[config.mk]
export PLATFORM = sky130hd
export DESIGN_NAME = spi_regfile
export DESIGN_NICKNAME = d
export VERILOG_FILES = /design/src/rtl/spi_regfile.sv
export SDC_FILE = /design/constraint.sdc
export NUM_CORES = 1
export LEC_CHECK = 0
export ABC_AREA = 1
export CAP_MARGIN = 5
export CORE_MARGIN = 1
export CORE_UTILIZATION = 50
export CTS_CLUSTER_DIAMETER = 30
export DETAILED_ROUTE_END_ITERATION = 6
export DONT_BUFFER_PORTS = 1
export PLACE_DENSITY = 0.67
export SYNTH_ARGS = -nofsm -noshare
export SYNTH_HDL_FRONTEND = slang
export SYNTH_SLANG_ARGS = --single-unit
[constraint.sdc]
create_clock -name clk -period 3.5 [get_ports clk]
set_input_delay 0.7 -clock clk [delete_from_list [all_inputs] [get_ports clk]]
set_output_delay 0.7 -clock clk [all_outputs]
set_load 0.1 [all_outputs]
[src/rtl/spi_regfile.sv]
// SPI mode-0 slave register file: synchronised serial inputs, write and read-back frames.
module spi_regfile #(
    parameter int unsigned ADDR_W      = 7,
    parameter int unsigned DATA_W      = 8,
    parameter int unsigned NUM_REGS    = 8,
    parameter int unsigned SYNC_STAGES = 2
) (
    input  logic                         clk,
    input  logic                         rst_n,
    input  logic                         sclk,
    input  logic                         sdi,
    input  logic                         cs,
    output logic                         sdo,
    output logic                         sdo_oe,
    output logic [NUM_REGS*DATA_W-1:0]   regs,
    output logic                         wr_pulse,
    output logic [ADDR_W-1:0]            wr_addr,
    output logic                         frame_err
);

    localparam int unsigned CMD_W   = 1 + ADDR_W;
    localparam int unsigned FRAME_W = CMD_W + DATA_W;
    localparam int unsigned CNT_W   = $clog2(FRAME_W + 2);

    typedef enum logic [2:0] {
        S_IDLE, S_CMD, S_DATA, S_CHECK, S_WAIT_CS
    } state_t;

    state_t                   state, state_d;
    logic [SYNC_STAGES-1:0]   sclk_sync, sdi_sync, cs_sync;
    logic                     sclk_prev, cs_prev;
    logic [CNT_W-1:0]         cnt, cnt_d, cnt_inc;
    logic [CMD_W-2:0]         cmd_sr, cmd_d;
    logic [CMD_W-1:0]         cmd_shift;
    logic [DATA_W-1:0]        data_sr, data_d;
    logic [DATA_W-1:0]        rd_sr, rd_d, rd_sel;
    logic                     is_wr, is_wr_d;
    logic [ADDR_W-1:0]        addr_q, addr_d;
    logic                     sdo_d, sdo_oe_d, wr_pulse_d, frame_err_d, reg_we;
    logic [ADDR_W-1:0]        wr_addr_d;

    logic sclk_s, sdi_s, cs_s;
    logic sclk_rise, sclk_fall, cs_rise, cs_fall;

    assign sclk_s    = sclk_sync[SYNC_STAGES-1];
    assign sdi_s     = sdi_sync[SYNC_STAGES-1];
    assign cs_s      = cs_sync[SYNC_STAGES-1];
    assign sclk_rise = sclk_s & ~sclk_prev;
    assign sclk_fall = ~sclk_s & sclk_prev;
    assign cs_rise   = cs_s & ~cs_prev;
    assign cs_fall   = ~cs_s & cs_prev;
    assign cmd_shift = {cmd_sr, sdi_s};
    assign cnt_inc   = (cnt == CNT_W'(FRAME_W + 1)) ? cnt : cnt + CNT_W'(1);

    function automatic logic addr_ok(input logic [ADDR_W-1:0] a);
        return ({1'b0, a} < (ADDR_W + 1)'(NUM_REGS));
    endfunction

    // Input synchronisers; cs resets low so a chip select held at reset release is waited out
    always_ff @(posedge clk or negedge rst_n) begin
        if (!rst_n) begin
            sclk_sync <= '0;
            sdi_sync  <= '0;
            cs_sync   <= '0;
            sclk_prev <= 1'b0;
            cs_prev   <= 1'b0;
        end else begin
            sclk_sync <= {sclk_sync[SYNC_STAGES-2:0], sclk};
            sdi_sync  <= {sdi_sync[SYNC_STAGES-2:0], sdi};
            cs_sync   <= {cs_sync[SYNC_STAGES-2:0], cs};
            sclk_prev <= sclk_s;
            cs_prev   <= cs_s;
        end
    end

    // Read mux for the address being completed in the current command bit
    always_comb begin
        rd_sel = '0;
        for (int unsigned k = 0; k < NUM_REGS; k++) begin
            if (cmd_shift[ADDR_W-1:0] == ADDR_W'(k)) rd_sel = regs[k*DATA_W +: DATA_W];
        end
    end

    // Next-state and datapath decode
    always_comb begin
        state_d     = state;
        cnt_d       = cnt;
        cmd_d       = cmd_sr;
        data_d      = data_sr;
        rd_d        = rd_sr;
        is_wr_d     = is_wr;
        addr_d      = addr_q;
        sdo_d       = sdo;
        sdo_oe_d    = sdo_oe;
        wr_pulse_d  = 1'b0;
        wr_addr_d   = wr_addr;
        frame_err_d = 1'b0;
        reg_we      = 1'b0;
        unique case (state)
            S_IDLE: begin
                if (cs_fall) begin
                    state_d = S_CMD;
                    cnt_d   = '0;
                    cmd_d   = '0;
                    data_d  = '0;
                end else if (!cs_s) begin
                    state_d = S_WAIT_CS;
                end
            end
            S_CMD: begin
                if (cs_rise) begin
                    state_d  = S_CHECK;
                    sdo_d    = 1'b0;
                    sdo_oe_d = 1'b0;
                end else if (sclk_rise) begin
                    cmd_d = cmd_shift[CMD_W-2:0];
                    cnt_d = cnt_inc;
                    if (cnt_inc == CNT_W'(CMD_W)) begin
                        state_d  = S_DATA;
                        is_wr_d  = cmd_shift[CMD_W-1];
                        addr_d   = cmd_shift[ADDR_W-1:0];
                        sdo_oe_d = ~cmd_shift[CMD_W-1];
                        rd_d     = (!cmd_shift[CMD_W-1] && addr_ok(cmd_shift[ADDR_W-1:0])) ? rd_sel : '0;
                    end
                end
            end
            S_DATA: begin
                if (cs_rise) begin
                    state_d  = S_CHECK;
                    sdo_d    = 1'b0;
                    sdo_oe_d = 1'b0;
                end else begin
                    if (sclk_rise) begin
                        cnt_d = cnt_inc;
                        if (is_wr && cnt < CNT_W'(FRAME_W)) data_d = {data_sr[DATA_W-2:0], sdi_s};
                    end
                    if (sclk_fall && !is_wr) begin
                        sdo_d = rd_sr[DATA_W-1];
                        rd_d  = {rd_sr[DATA_W-2:0], 1'b0};
                    end
                end
            end
            S_CHECK: begin
                state_d = S_IDLE;
                if (cnt == CNT_W'(FRAME_W) && addr_ok(addr_q)) begin
                    if (is_wr) begin
                        reg_we     = 1'b1;
                        wr_pulse_d = 1'b1;
                        wr_addr_d  = addr_q;
                    end
                end else begin
                    frame_err_d = 1'b1;
                end
            end
            S_WAIT_CS: begin
                if (cs_s) state_d = S_IDLE;
            end
            default: state_d = S_IDLE;
        endcase
    end

    // State, datapath and output registers
    always_ff @(posedge clk or negedge rst_n) begin
        if (!rst_n) begin
            state     <= S_IDLE;
            cnt       <= '0;
            cmd_sr    <= '0;
            data_sr   <= '0;
            rd_sr     <= '0;
            is_wr     <= 1'b0;
            addr_q    <= '0;
            sdo       <= 1'b0;
            sdo_oe    <= 1'b0;
            wr_pulse  <= 1'b0;
            wr_addr   <= '0;
            frame_err <= 1'b0;
            regs      <= '0;
        end else begin
            state     <= state_d;
            cnt       <= cnt_d;
            cmd_sr    <= cmd_d;
            data_sr   <= data_d;
            rd_sr     <= rd_d;
            is_wr     <= is_wr_d;
            addr_q    <= addr_d;
            sdo       <= sdo_d;
            sdo_oe    <= sdo_oe_d;
            wr_pulse  <= wr_pulse_d;
            wr_addr   <= wr_addr_d;
            frame_err <= frame_err_d;
            if (reg_we) begin
                for (int unsigned k = 0; k < NUM_REGS; k++) begin
                    if (addr_q == ADDR_W'(k)) regs[k*DATA_W +: DATA_W] <= data_sr;
                end
            end
        end
    end

endmodule

==> results of run 1 <==
power groups by stage:
stage                     sequential (W)  combinational [W]  clock (W)
after floorplan                  0.00169           0.000578          0
after global placement           0.00171           0.000689          0
after detailed placement         0.00171           0.000715          0
after CTS                        0.00169           0.000719    0.00170
after global routing             0.00171           0.000812    0.00177
final                            0.00169           0.000722    0.00167
layer usage:
| layer | share of wire (%) | global-route usage [%] | up-vias |
|---|---|---|---|
| li1 | - | - | 2191 |
| met1 | 43 | 33.0 | 2112 |
| met2 | 48 | 40.9 | 141 |
| met3 | 6.7 | 8.49 | 19 |
| met4 | 1.9 | 9.81 | 0 |
| met5 | 0 | 0 | - |
state kept, by name, indices dropped and copies added (netlist names), 2 cells and up:
name	flops
cs_sync	2
cmd_sr	7
regs	64
state	3
sclk_sync	2
cnt	5
sdi_sync	2
rd_sr	8
data_sr	8
addr_q	7
wr_addr	7
metrics by stage:
| stage | hold WS [ns] | area [µm²] | util [%] | total power [W] |
|---|---|---|---|---|
| after floorplan | 0.331 | 5750 | - | 0.00227 |
| after global placement | 0.335 | 5800 | 52.6 | 0.00240 |
| after detailed placement | 0.340 | 5800 | 52.6 | 0.00243 |
| after CTS | -0.0367 | 6380 | 57.8 | 0.00411 |
| after global routing | -0.0355 | 6380 | 57.8 | 0.00429 |
| final | -0.0126 | 6380 | 57.8 | 0.00408 |
kinds of logic after synthesis:
family                     synth area share [%]
and+or+nand+nor                            25.5
DFF                                        53.1
buffers and inverters                      6.31
AOI/OAI and AO/OA                          14.3
xor gates and xnor gates                  0.152
adders and majority gates                 0.653
critical path: stages (launching register included):
cell	delay, ns
dfrtp_1	0.38
inv_2	0.09
nand2_2	0.07
nor2_4	0.49
nand2_2	0.17
nor2_1	0.39
a21oi_1	0.13
nand4_1	0.16
nand2_1	0.09
a21oi_1	0.13
area by class of cell:
class | instances | area, µm² | share of cell area, %
Clock inverter | 6 | 60.1 | 0.941
Sequential cell | 122 | 3050 | 47.9
Tap cell | 140 | 175 | 2.75
Clock buffer | 26 | 519 | 8.14
Multi-Input combinational cell | 454 | 2330 | 36.6
Inverter | 62 | 238 | 3.73
worst paths after layout:
path	start	end	slack, ns	cells after the start
min	rst_n	cnt[4]	-0.01	0
max	cmd_sr[4]	rd_sr[1]	1.32	9
min in group clk	sclk	sclk_sync[0]	0.32	0
min reg2reg	sdi_sync[0]	sdi_sync[1]	0.35	0
max in group asynchronous	rst_n	regs[43]	3.23	0
max reg2reg	cmd_sr[4]	rd_sr[1]	1.32	9
cells in the final DEF, fill, tap and decap left out, types with 3 or more instances in the layout:
| cell | n |
|---|---|
| clkinv_2 | 3 |
| nor2_1 | 58 |
| clkbuf_1 | 3 |
| nor2_2 | 6 |
| o21ai_2 | 24 |
| ha_1 | 3 |
| inv_1 | 54 |
| o21bai_1 | 3 |
| nand2_2 | 7 |
| inv_2 | 6 |
| dfrtp_1 | 122 |
| nor3_1 | 4 |
| o21ai_1 | 61 |
| nand2_1 | 134 |
| nand4_1 | 9 |
| clkbuf_16 | 17 |
| nand3_1 | 67 |
| nand2_4 | 7 |
| clkbuf_8 | 6 |
| a21oi_1 | 23 |
| o21ai_0 | 29 |
| nand3_2 | 4 |
==> results.ini, run 1 <==
[floorplanning]
chipHeight_um = 109
coreArea_um2 = 11000
die-area_um2 = 11900
initial_core_util_pct = 52.1
num_rows = 38
pin_count = 80
die_w_um = 109

[drt]
first_pass_iters = 5
finalWirelength_um = 14200
drcViolationCount = 0
vias_per_cell = 5.51
num_vias = 4463
routedWlPerCell_um = 17.5
antenna_left = 0
drtIter0Drc = 335

[yosys]
yosys_warnings = 0
yosys.area.top_type = dfrtp_1
synth_top_cell_area_share_pct = 53.1
synth_common_cells = nand2_1, dfrtp_1, nand3_1
ys_ff_latch = 122
synth_cells = 654
synth.net_count = 662
synth.top_cells.by_area = dfrtp_1, nand2_1, nand3_1
synth_cell_types = 37
ys_seq_area_share_pct = 53.1
yosysMostFrequentCell = nand2_1
synth-edff-count = 0
ys.flop_type = dfrtp_1
syn_area_um2 = 5750
synth_area_per_cell_um2 = 8.79
postSynth.asyncResetShare_pct = 100

[timing]
final.period_utilization_pct = 62.4
slew_violations = 0
min_period_ns = 2.18
fin_ws_ns = 1.32
relSlewSlack_pct = 33.7
hold_ws_ns = -0.0126
hold_viol = 10
finalSetupTns_ns = 0
rsz0062_at_grt = false
fmax_ghz = 0.458
finClkSkew_ns = 0.00820
tightest_slew_ns = 0.995
finalSetupViolCount = 0

[clock_network]
insertion_delay_ns = 0.41
path_clk_slew_ns = 0.05
cts_tree = built
numCtsBuffers = 17
cts.sinks = 122
cts.path.max_buffers = 2
cts_root_buf = clkbuf_16
cts_max_level = 4
post-cts-setup-buffers = 0
ctsResizeCount = 0

[place]
place_ws_ns = 1.41
portBuffers = 0
globalplace.congestion = 0.911
place_inst = 778
place_hpwl_um = 9960

[power_and_ir_drop]
p_sw_w = 0.00129
pwr-share-clk_pct = 40.8
p_leak_nw = 2.93
swShare_pct = 31.6
intPower_w = 0.00279
p_comb_share_pct = 17.7
ir_drop_v = 0.000348
p_per_area_nw_per_um2 = 640
seqPwrFrac_pct = 41.5

[setup_path]
path_class = flop to flop
worstPathArrival_ns = 2.51
cp_max_fo = 28
worst_setup_path_start_kind = flop
cp-end-kind = flop
cp.required_ns = 3.83

[cells_and_area]
diodes = 0
fill_cells = 984
drive_above_1_share_pct = 13.7
fin_cells = 810
final_net_count = 665
syn_to_final_growth_pct = 10.9

[outcome]
violations = hold timing
outcome = complete, but fails checks

[global_routing]
grt_max_degree = 123
grt_antenna_before_repair = 0
track_usage_pct = 25.9
grt.overflow.total = 0
grt_pass1_vias = 4300
grt_pass1_wl_um = 22600

[worst_hold_path]
hp-class = primary input to asynchronous set/reset pin

[flow_run]
maxCapViolCount = 0

(Power assumes the default switching activity.)
==> run 2: changes to the inputs <==
==> constraint.sdc (replaced) <==
create_clock -name clk -period 2.2 [get_ports clk]
set_input_delay 0.44 -clock clk [delete_from_list [all_inputs] [get_ports clk]]
set_output_delay 0.44 -clock clk [all_outputs]
set_load 0.1 [all_outputs]
==> results.ini, run 2 (synthesis gave the netlist of run 1 again) <==
[outcome]
outcome = complete, but fails checks
violations = hold timing

[timing]
fin_ws_ns = 0.216  ; -1.10 ns
hold_viol = 122  ; +112
relSlewSlack_pct = 33.4  ; -0.25 points
fmax_ghz = 0.504  ; +10%
finalSetupViolCount = 0  ; unchanged
hold_ws_ns = -0.287  ; -0.274 ns
min_period_ns = 1.98  ; -0.200 ns
final.period_utilization_pct = 90.2  ; +28 points
finClkSkew_ns = 0.00617  ; -0.00202 ns
slew_violations = 0  ; unchanged
rsz0062_at_grt = false
finalSetupTns_ns = 0  ; unchanged
tightest_slew_ns = 0.998  ; +0.00375 ns

[cells_and_area]
final_common_cell = nand2_1
final_area_um2 = 6990  ; +9.6%
ff_latch_area_um2 = 3050  ; unchanged
final_net_count = 742  ; +12%
top_register = regs
fill_cells = 946  ; -3.9%
largest_reg_flops = 64  ; unchanged
diodes = 0  ; unchanged
multi_input_area_um2 = 2330  ; unchanged
top_regs = regs (64), data_sr (8), rd_sr (8)
syn_to_final_growth_pct = 21.5
final_cell_mix = nand2_1, dfrtp_1, buf_4
drive_above_1_share_pct = 22.9  ; +9.2 points

[drt]
drcViolationCount = 0  ; unchanged
num_vias = 4818  ; +8.0%
first_pass_iters = 6  ; +1
finalWirelength_um = 15100  ; +6.3%
antenna_left = 0  ; unchanged
vias_per_cell = 5.43  ; -1.4%
routedWlPerCell_um = 17.0  ; -2.9%
drtIter0Drc = 359  ; +7.2%

[global_routing]
grt.overflow.total = 0  ; unchanged
grt_pass1_wl_um = 24200  ; +7.3%
grt_max_degree = 123  ; unchanged
grt_antenna_before_repair = 0  ; unchanged
grt_pass1_vias = 4743  ; +10%
track_usage_pct = 27.8  ; +1.9 points

[setup_path]
worst_setup_path_start_kind = flop
cp_max_fo = 16  ; -43%
path_cells = inv_1, ha_1, nand3_2, nor3_4, nand2_4, inv_6, nand3_2, nand2_1, o21ai_1
worstPathArrival_ns = 2.27  ; -0.24 ns
crit_slowest_cell = dfrtp_1
cp-end-kind = flop
path_class = flop to flop
r2r-start = cnt[0]
cp.required_ns = 2.48  ; -1.35 ns
max_stage_delay_ns = 0.44  ; -0.05 ns
startpoint = cnt[0]
critPathMostFrequentCell = nand3_2

[floorplanning]
pin_count = 80  ; unchanged
num_rows = 38  ; unchanged
die-area_um2 = 11900  ; unchanged
coreArea_um2 = 11000  ; unchanged
initial_core_util_pct = 52.1  ; unchanged
die_w_um = 109  ; unchanged
chipHeight_um = 109  ; unchanged

[power_and_ir_drop]
ir_drop_v = 0.000720  ; +110%
p_per_area_nw_per_um2 = 966  ; +51%
p_leak_nw = 3.37  ; +15%

[clock_network]
insertion_delay_ns = 0.42  ; about the same
path_clk_slew_ns = 0.05  ; about the same
numCtsBuffers = 17  ; unchanged
post-cts-setup-buffers = 0  ; unchanged
cts_root_buf = clkbuf_16
cts.sinks = 122  ; unchanged
cts_max_level = 4  ; unchanged
cts_tree = built
cts.path.max_buffers = 2  ; unchanged

[place]
place_hpwl_um = 10500  ; +5.7%
place_ws_ns = 0.221  ; -1.19 ns
place_area_um2 = 6380  ; +10%
globalplace.congestion = 0.872  ; -4.2%
portBuffers = 0  ; unchanged

[flow_run]
maxCapViolCount = 0  ; unchanged

[worst_hold_path]
hp-class = primary input to asynchronous set/reset pin

run 2: final cells by class:
cell class              instances  share of cell area, %
flip-flops and latches        122                   43.7
well taps                     140                   2.51
multi-input cells             454                   33.4
repair buffers                 77                   8.27
clock buffers                  25                   7.52
inverters                      62                   3.40
clock inverters                 7                   1.22
run 2: worst paths after layout:
kind                                    end  slack [ns]  cells past startpoint
worst min-delay path                 cnt[3]       -0.29                      0
worst max register to register     regs[37]        0.22                      9
min in group clk                sdi_sync[0]        0.05                      0
worst max-delay path               regs[37]        0.22                      9
worst min register to register   cs_sync[1]        0.35                      0
max in group asynchronous           regs[0]        2.34                      0
run 2: through the flow:
step | utilization [%] | instances | hold WS, ns | power (W)
finish | 63.4 | 887 | -0.287 | 0.00675
global route | 63.4 | 887 | -0.301 | 0.00706
CTS | 63.4 | 887 | -0.296 | 0.00677
detailed placement | 57.8 | 855 | 0.149 | 0.00394
global placement | 57.8 | 855 | 0.148 | 0.00389
floorplan | - | 654 | 0.144 | 0.00362
run 2: worst max-delay path, delay by kind of cell, from the launching register on:
| family | cells | cell delay [ns] |
|---|---|---|
| AOI/OAI and AO/OA | 1 | 0.07 |
| adders and majority gates | 1 | 0.19 |
| buffers and inverters | 2 | 0.29 |
| DFF | 1 | 0.44 |
| and+or+nand+nor | 5 | 0.85 |
run 2: power breakdown:
group	switching, W	internal (W)
clock	0.000962	0.00187
sequential	0.000129	0.00241
combinational	0.00102	0.000369
run 2: what timing repair did:
item	CTS	global route
hold endpoints to repair	122	122
gates resized for setup	0	0
endpoints found under the setup margin	0	0
run 2: layer usage:
metal / wire length, µm / up-vias / global-route usage (%)
met5: 0 / - / 0
met4: 272 / 0 / 10.9
met3: 924 / 26 / 7.71
met2: 7500 / 148 / 47.3
met1: 6400 / 2304 / 33.2
li1: - / 2340 / -
==> run 3: changes to the inputs <==
--- a/config.mk
+++ b/config.mk
@@ -13,6 +13,7 @@
 export DETAILED_ROUTE_END_ITERATION = 6
 export DONT_BUFFER_PORTS = 1
 export PLACE_DENSITY = 0.67
+export SKIP_CTS_REPAIR_TIMING = 1
 export SYNTH_ARGS = -nofsm -noshare
 export SYNTH_HDL_FRONTEND = slang
 export SYNTH_SLANG_ARGS = --single-unit
==> constraint.sdc (replaced) <==
create_clock -name clk -period 1.9 [get_ports clk]
set_input_delay 0.38 -clock clk [delete_from_list [all_inputs] [get_ports clk]]
set_output_delay 0.38 -clock clk [all_outputs]
set_load 0.1 [all_outputs]
==> results.ini, run 3 (synthesis gave the netlist of run 1 again) <==
[outcome]
outcome = complete, but fails checks
violations = hold timing

[cells_and_area]
largest_reg_flops = 64  ; unchanged
final_net_count = 763  ; +2.8%
finalCoreUtilization_pct = 66.2  ; +2.8 points
top_register = regs
syn_to_final_growth_pct = 27.0
diodes = 0  ; unchanged
top_regs = regs (64), data_sr (8), rd_sr (8)
final_common_cell = nand2_1
drive_above_1_share_pct = 26.1  ; +3.2 points
final_cell_mix = nand2_1, dfrtp_1, buf_4

[timing]
hold_viol = 122  ; unchanged
slew_violations = 0  ; unchanged
min_period_ns = 1.85  ; -0.138 ns
relSlewSlack_pct = 53.3  ; +20 points
finClkSkew_ns = 0.00849  ; +0.00232 ns
rsz0062_at_grt = true
finalSetupTns_ns = 0  ; unchanged
hold_ws_ns = -0.350  ; -0.0632 ns
fmax_ghz = 0.542  ; +7.5%
final.period_utilization_pct = 97.2  ; +7.0 points
finalSetupViolCount = 0  ; unchanged
tightest_slew_ns = 0.699  ; -0.300 ns

[clock_network]
cts.sinks = 122  ; unchanged
numCtsBuffers = 17  ; unchanged
cts_root_buf = clkbuf_16
path_clk_slew_ns = 0.06  ; about the same
cts_tree = built
insertion_delay_ns = 0.42  ; about the same
cts_max_level = 4  ; unchanged
cts.path.max_buffers = 2  ; unchanged

[floorplanning]
initial_core_util_pct = 52.1  ; unchanged
coreArea_um2 = 11000  ; unchanged
pin_count = 80  ; unchanged
die_w_um = 109  ; unchanged
chipHeight_um = 109  ; unchanged
die-area_um2 = 11900  ; unchanged
num_rows = 38  ; unchanged

[setup_path]
cp_max_fo = 8  ; -8
cp-end-kind = flop
worst_setup_path_start_kind = flop
path_class = flop to flop
worstPathArrival_ns = 2.15  ; -0.12 ns
cp.required_ns = 2.21  ; -0.27 ns

[power_and_ir_drop]
p_leak_nw = 3.48  ; +3.3%
p_per_area_nw_per_um2 = 1130  ; +16%
ir_drop_v = 0.000925  ; +28%

[global_routing]
grt_pass1_vias = 4859  ; +2.4%
track_usage_pct = 27.8  ; +0.059 points
grt_antenna_before_repair = 0  ; unchanged
grt.overflow.total = 0  ; unchanged
grt_max_degree = 123  ; unchanged
grt_pass1_wl_um = 24300  ; +0.43%

[drt]
finalWirelength_um = 15800  ; +4.9%
vias_per_cell = 5.59  ; +3.0%
routedWlPerCell_um = 17.4  ; +2.5%
num_vias = 5074  ; +5.3%
first_pass_iters = 6  ; unchanged
drcViolationCount = 0  ; unchanged
antenna_left = 0  ; unchanged
drtIter0Drc = 404  ; +13%

[place]
globalplace.congestion = 0.915  ; +5.0%
portBuffers = 0  ; unchanged
place_hpwl_um = 10600  ; +0.86%

[flow_run]
maxCapViolCount = 0  ; unchanged

[worst_hold_path]
hp-class = primary input to asynchronous set/reset pin

==> run 3: final cells by class <==
| type | count | area [µm²] |
|---|---|---|
| fill | 904 | 3730 |
| sequential | 122 | 3050 |
| tap | 140 | 175 |
| inverter | 62 | 245 |
| clock inverter | 8 | 140 |
| timing repair buffer | 95 | 746 |
| multi-input combinational | 457 | 2450 |
| clock buffer | 23 | 488 |
==> run 3: final timing paths <==
| kind | startpoint | endpoint | slack [ns] | cells past startpoint |
|---|---|---|---|---|
| min in group clk | sclk_sync[0] | sclk_sync[1] | 0.35 | 0 |
| hold reg to reg | sclk_sync[0] | sclk_sync[1] | 0.35 | 0 |
| setup reg to reg | cnt[1] | rd_sr[7] | 0.05 | 10 |
| max in group asynchronous | rst_n | regs[1] | 1.94 | 0 |
| hold / removal | rst_n | state[0] | -0.35 | 0 |
| setup / recovery | cnt[1] | rd_sr[7] | 0.05 | 10 |
==> run 3: stage by stage <==
stage / total power (W) / cell area [µm²] / worst slack (ns) / hold WS [ns] / cells
6_report: 0.00821 / 7300 / 0.0535 / -0.350 / 907
3_5_place_dp: 0.00468 / 6490 / 0.000594 / 0.0882 / 866
2_1_floorplan: 0.00419 / 5750 / 0.188 / 0.0844 / 654
5_1_grt: 0.00857 / 7300 / -0.0437 / -0.371 / 907
4_1_cts: 0.00813 / 7110 / -0.0296 / -0.360 / 897
3_3_place_gp: 0.00462 / 6490 / 0.106 / 0.0880 / 866
==> run 3: report_power, final <==
part / internal, W / total [W] / switching, W
logic: 0.000567 / 0.00182 / 0.00126
clock network: 0.00232 / 0.00346 / 0.00114
registers: 0.00279 / 0.00293 / 0.000145
==> run 3: routing by layer <==
| layer | share of wire (%) | track usage [%] |
|---|---|---|
| met1 | 40 | 33.0 |
| met2 | 49 | 45.6 |
| met3 | 7.8 | 9.44 |
| met4 | 2.8 | 12.8 |
| met5 | 0 | 0 |
==> run 3: critical path: stages, from the launching register on <==
cell     delay (ns)
dfrtp_1        0.42
ha_1           0.21
nand2_1        0.09
nor2_1         0.13
xor2_1         0.30
nor2_4         0.07
nand2_2        0.11
nand2_4        0.10
buf_4          0.14
a21oi_1        0.11
a21oi_1        0.05
